--- src/rtl/studio2_keypad.sv ---
// studio2_keypad: PS/2-to-keypad controller for the Studio II core.
// Decodes PS/2 key events into one or two 10-key pads and stretches releases
// so polling software sees short taps. Latches the CPU key-select value and
// drives the per-pad EF flags.
module studio2_keypad #(
   parameter int unsigned KEYPADS     = 2,
   parameter logic [2:0]  IO_PORT     = 3'd2,
   parameter int unsigned HOLD_CYCLES = 358000,
   parameter bit          SINGLE_MAP  = 1'b1
) (
   input  logic                    clk,
   input  logic                    reset,
   input  logic [10:0]             ps2_key,
   input  logic                    io_out,
   input  logic [2:0]              io_n,
   input  logic [7:0]              io_dout,
   output logic [KEYPADS-1:0]      ef,
   output logic [3:0]              key_sel,
   output logic [KEYPADS-1:0]      any_down,
   output logic [KEYPADS*10-1:0]   key_state
);

   localparam int unsigned NKEYS = KEYPADS * 10;
   localparam int unsigned IDX_W = $clog2(NKEYS);
   localparam int unsigned CNT_W = (HOLD_CYCLES > 1) ? $clog2(HOLD_CYCLES) : 1;

   localparam logic [7:0] PAD0_CODES [10] = '{8'h45, 8'h16, 8'h1E, 8'h26, 8'h25,
                                               8'h2E, 8'h36, 8'h3D, 8'h3E, 8'h46};
   localparam logic [7:0] PAD1_CODES [10] = '{8'h70, 8'h69, 8'h72, 8'h7A, 8'h6B,
                                               8'h73, 8'h74, 8'h6C, 8'h75, 8'h7D};

   logic             old_tgl;
   logic             ev;
   logic             hit;
   logic [IDX_W-1:0] idx;
   logic [CNT_W-1:0] cnt;
   logic             tick;
   logic [NKEYS-1:0] down;
   logic [1:0]       age [NKEYS];
   logic [NKEYS-1:0] eff;
   logic [KEYPADS-1:0] ef_next;
   logic [15:0]      padv;
   logic             unused_dout_hi;

   assign unused_dout_hi = ^io_dout[7:4];

   // Track the event toggle; reset loads the live level so no event follows it.
   always_ff @(posedge clk) begin
      old_tgl <= ps2_key[10];
   end

   // Decode an incoming event to a flat key index (pad*10 + key).
   always_comb begin
      ev  = (ps2_key[10] != old_tgl) && !ps2_key[8];
      hit = 1'b0;
      idx = '0;
      for (int unsigned k = 0; k < 10; k++) begin
         if (ps2_key[7:0] == PAD0_CODES[k]) begin
            hit = 1'b1;
            idx = IDX_W'(k);
         end
         if (ps2_key[7:0] == PAD1_CODES[k]) begin
            if (KEYPADS > 1) begin
               hit = 1'b1;
               idx = IDX_W'(k + 10);
            end else if (SINGLE_MAP) begin
               hit = 1'b1;
               idx = IDX_W'(k);
            end
         end
      end
   end

   // Free-running prescaler with a one-cycle tick on wrap.
   always_ff @(posedge clk) begin
      if (reset) begin
         cnt <= '0;
      end else if (tick) begin
         cnt <= '0;
      end else begin
         cnt <= cnt + 1'b1;
      end
   end

   assign tick = (cnt == CNT_W'(HOLD_CYCLES - 1));

   // Per-key down/age state; an event on the same key overrides the tick decrement.
   always_ff @(posedge clk) begin
      if (reset) begin
         down <= '0;
         for (int unsigned i = 0; i < NKEYS; i++) begin
            age[i] <= '0;
         end
      end else begin
         for (int unsigned i = 0; i < NKEYS; i++) begin
            if (tick && age[i] != '0) begin
               age[i] <= age[i] - 2'd1;
            end
            if (ev && hit && idx == IDX_W'(i)) begin
               if (ps2_key[9]) begin
                  down[i] <= 1'b1;
                  age[i]  <= 2'd0;
               end else begin
                  down[i] <= 1'b0;
                  age[i]  <= 2'd2;
               end
            end
         end
      end
   end

   // Effective key bits and per-pad selected key (selects 10-15 hit the zero padding).
   always_comb begin
      padv    = '0;
      ef_next = '0;
      for (int unsigned i = 0; i < NKEYS; i++) begin
         eff[i] = down[i] | (age[i] != '0);
      end
      for (int unsigned p = 0; p < KEYPADS; p++) begin
         padv       = {6'b0, eff[p*10 +: 10]};
         ef_next[p] = padv[key_sel];
      end
   end

   // Key-select latch written by OUT on the configured port.
   always_ff @(posedge clk) begin
      if (reset) begin
         key_sel <= '0;
      end else if (io_out && io_n == IO_PORT) begin
         key_sel <= io_dout[3:0];
      end
   end

   // Registered outputs.
   always_ff @(posedge clk) begin
      if (reset) begin
         ef        <= '0;
         any_down  <= '0;
         key_state <= '0;
      end else begin
         ef        <= ef_next;
         key_state <= eff;
         for (int unsigned p = 0; p < KEYPADS; p++) begin
            any_down[p] <= |eff[p*10 +: 10];
         end
      end
   end

endmodule

--- config.mk ---
export PLATFORM = sky130hd
export DESIGN_NAME = studio2_keypad
export DESIGN_NICKNAME = d
export VERILOG_FILES = /design/src/rtl/studio2_keypad.sv
export SDC_FILE = /design/constraint.sdc
export NUM_CORES = 1
export LEC_CHECK = 0
export BUFFER_PORTS_ARGS = -buffer_cell sky130_fd_sc_hd__buf_2
export CAP_MARGIN = 20
export CORE_UTILIZATION = 60
export DETAILED_ROUTE_END_ITERATION = 10
export PLACE_DENSITY = 0.81
export SLEW_MARGIN = 40
export SYNTH_ARGS = -nofsm -noshare
export SYNTH_HDL_FRONTEND = slang
export SYNTH_SLANG_ARGS = --single-unit
--- constraint.sdc ---
create_clock -name clk -period 3.22 [get_ports clk]
set_input_delay 0.644 -clock clk [delete_from_list [all_inputs] [get_ports clk]]
set_output_delay 0.644 -clock clk [all_outputs]
set_load 0.03 [all_outputs]
==> flow_metrics.env <==
export IMPL_outcome="completed"
export IMPL_vias=4800
export IMPL_dieWidth_um=101
export IMPL_worst_r2r_setup_slack_ps=780
export IMPL_slowest_stage="nor3_2"
export IMPL_p_leak_nw=2.49
export IMPL_period_needed_ps=2760
export IMPL_setup_worst_path_end_class="flip-flop"
export IMPL_place_ws_ps=144
export IMPL_crit_fanout=17
export IMPL_hold_slack_ps=388
export IMPL_drtIter0Drc=463
export IMPL_hold_violations=0
export IMPL_grt_pass1_wl_mm=21.8
export IMPL_synth_avg_cell_area_sq_um=9.64
export IMPL_port_buffers=48
export IMPL_gp_congestion=0.852
export IMPL_timing_final_crit_share_pct=85.9
export IMPL_num_rows=35
export IMPL_antenna_cells=0
export IMPL_cts_hold_buf=0
export IMPL_worstPathRequired_ps=3350
export IMPL_synth_yosys_seq_area_share_pct=43.2
export IMPL_routed_wl_mm=13.1
export IMPL_grt_start_max_net_pins=57
export IMPL_final_seq_area_sq_um=2560
export IMPL_slew_violations=0
export IMPL_core_sq_um=9420
export IMPL_worst_skew_pair_late_latency_ps=380
export IMPL_synth_cell_types=69
export IMPL_cap_violations=0
export IMPL_cts_setup_buffers=0
export IMPL_synth_flop_cell="dfxtp_1"
export IMPL_grt_usage_pct=27.3
export IMPL_fp_dieH_um=101
export IMPL_yosys_warnings=0
export IMPL_nFillCells=733
export IMPL_die_area_sq_um=10300
export IMPL_grt_pass1_vias=4513
export IMPL_pwr_density_cell_nw_per_um2=392
export IMPL_skew_ps=10.9
export IMPL_io_pins=53
export IMPL_nNetsFinal=697
export IMPL_htreeDepth=3
export IMPL_finalWorstSetupSlack_ps=455
export IMPL_cts_root_buf="clkbuf_8"
export IMPL_slew_headroom_pct=47.6
export IMPL_cp_arrival_ps=2900
export IMPL_drc=0
export IMPL_synth_cell_area_sq_um=5940
export IMPL_peakVddDrop_mv=0.212
export IMPL_min_path_type="input port to flip-flop"
export IMPL_rsz0062_at_grt="false"
export IMPL_crit_type="input port to flip-flop"
export IMPL_synth_edf_count=40
export IMPL_fin_util_pct=68.4
export IMPL_slowest_delay_ps=440
export IMPL_final_antenna_net_count=0
export IMPL_finalSetupTns_ps=0
export IMPL_ys_ff_latch=108
export IMPL_dr_pass1_iters=5
export IMPL_cts_buffers=9
export IMPL_clk_path_buf_depth=2
export IMPL_overflow=0
export IMPL_antenna_found_initial=0
export IMPL_synth_nets=662
export IMPL_synthArstFlopShare_pct=0
export IMPL_wire_per_inst_um=16.6
export IMPL_syn_inst=616
export IMPL_cts_tree="done"
export IMPL_post_cts_resized=0
export IMPL_timing_fmax_mhz=362
export IMPL_place_hpwl_mm=9.26
export IMPL_start_util_pct=63.1
export IMPL_multiInputGateArea_sq_um=3000
export IMPL_routed_via_density=6.11
export IMPL_tightestPinTransition_ps=779
export IMPL_syn_to_final_growth_pct=8.43
export IMPL_start_kind="input port"
export IMPL_finalSetupViolCount=0
export IMPL_drive_gt1_share_pct=19.2
export IMPL_cts_sinks=108
export IMPL_clk_pin_slew_ps=100
export IMPL_cp_cell_sequence="buf_2, and3b_1, o31a_1, nor3_2, and3_1, nand3_1, mux2_2"
cell type report:
type / count / area share (%)
clock buffer: 10 / 1.98
sequential: 108 / 39.8
clock inverter: 6 / 0.836
inverter: 50 / 2.91
tap: 129 / 2.51
timing repair buffer: 62 / 5.36
multi-input combinational: 420 / 46.6
synthesized netlist by cell type (4+ instances only):
library cell / n / area (sq um)
nor3_1: 22 / 110
nand4_1: 8 / 50.1
nor2b_1: 14 / 87.6
o211ai_1: 12 / 90.1
nor3_2: 6 / 60.1
mux2_2: 9 / 101
dfxtp_1: 68 / 1360
and4b_1: 6 / 60.1
mux2i_1: 9 / 90.1
inv_1: 50 / 188
xor2_1: 10 / 87.6
nand2_1: 27 / 101
xnor2_1: 7 / 61.3
ha_1: 21 / 263
a21oi_1: 25 / 125
nand2b_1: 7 / 43.8
o21ai_0: 23 / 115
buf_4: 7 / 52.6
nor2_1: 53 / 199
and4bb_2: 4 / 50.1
a2111oi_2: 5 / 75.1
a211oi_1: 4 / 30.0
nand3_1: 29 / 145
nor3b_1: 6 / 45.0
nor4bb_1: 4 / 40.0
o221ai_1: 7 / 61.3
clkbuf_1: 20 / 75.1
nor4b_1: 9 / 78.8
buf_2: 9 / 45.0
a31oi_1: 4 / 25.0
or3_1: 9 / 56.3
nor4_1: 12 / 75.1
and3_1: 14 / 87.6
edfxtp_1: 40 / 1200
and2_1: 5 / 31.3
cells by family (layout without fill, tap and decap cells):
| family | count (synthesis) | in the layout | share of synthesized area, % |
|---|---|---|---|
| AOI/OAI and AO/OA | 104 | 104 | 12.7 |
| xor gates and xnor gates | 17 | 17 | 2.51 |
| adders and majority gates | 21 | 21 | 4.42 |
| buffers and inverters | 88 | 128 | 6.45 |
| DFF | 108 | 108 | 43.2 |
| muxes | 24 | 24 | 4.93 |
| and+or+nand+nor | 254 | 254 | 25.8 |
stage by stage:
| stage | std cells | instance area [sq um] | total power [W] |
|---|---|---|---|
| 3_5_place_dp | 769 | 6250 | 0.00177 |
| 2_1_floorplan | 616 | 5940 | 0.00169 |
| 4_1_cts | 785 | 6430 | 0.00253 |
| 3_3_place_gp | 769 | 6250 | 0.00176 |
| 5_1_grt | 785 | 6440 | 0.00261 |
| 6_report | 785 | 6440 | 0.00252 |
worst max-delay path, delay by kind of cell:
| kind | cells | cell delay (ps) |
|---|---|---|
| multiplexers | 1 | 350 |
| buffers and inverters | 1 | 230 |
| AO/OA/AOI/OAI | 1 | 320 |
| AND/OR/NAND/NOR | 4 | 1340 |
path summary, 6_finish.rpt:
kind | from | endpoint | cells past startpoint
worst min-delay path | ps2_key[10] | old_tgl | 1
worst min register to register | cnt[0] | cnt[0] | 1
worst max-delay path | ps2_key[4] | age[0][5] | 7
worst max register to register | cnt[4] | age[4][0] | 4
report_power, final:
group | internal, W | switching (W)
Clock | 0.000297 | 0.000486
Combinational | 0.0000900 | 0.000186
Sequential | 0.00145 | 0.0000146
cells in the final DEF (no fill, tap or decap), types with 8 or more instances in the layout:
cell type,n
a21oi_1,25
and3_1,14
buf_2,48
buf_4,14
clkbuf_8,9
dfxtp_1,68
edfxtp_1,40
ha_1,21
inv_1,50
mux2_2,9
mux2i_1,9
nand2_1,27
nand3_1,29
nand4_1,8
nor2_1,52
nor2b_1,14
nor3_1,21
nor4_1,12
nor4b_1,9
o211ai_1,12
o21ai_0,23
or3_1,9
xor2_1,10
sequential cells by signal, indices dropped and copies added (netlist names):
signal / flops
ef: 2
down: 20
age: 40
any_down: 2
key_state: 20
old_tgl: 1
key_sel: 4
cnt: 19
layer usage:
layer	GRT usage, %	routed length (um)	vias up
met5	0	0	-
met3	5.38	852	34
met1	36.5	5860	2281
li1	-	-	2308
met2	43.7	5980	177
met4	10.9	370	0
Note: power is estimated with default switching activity, not from simulation.
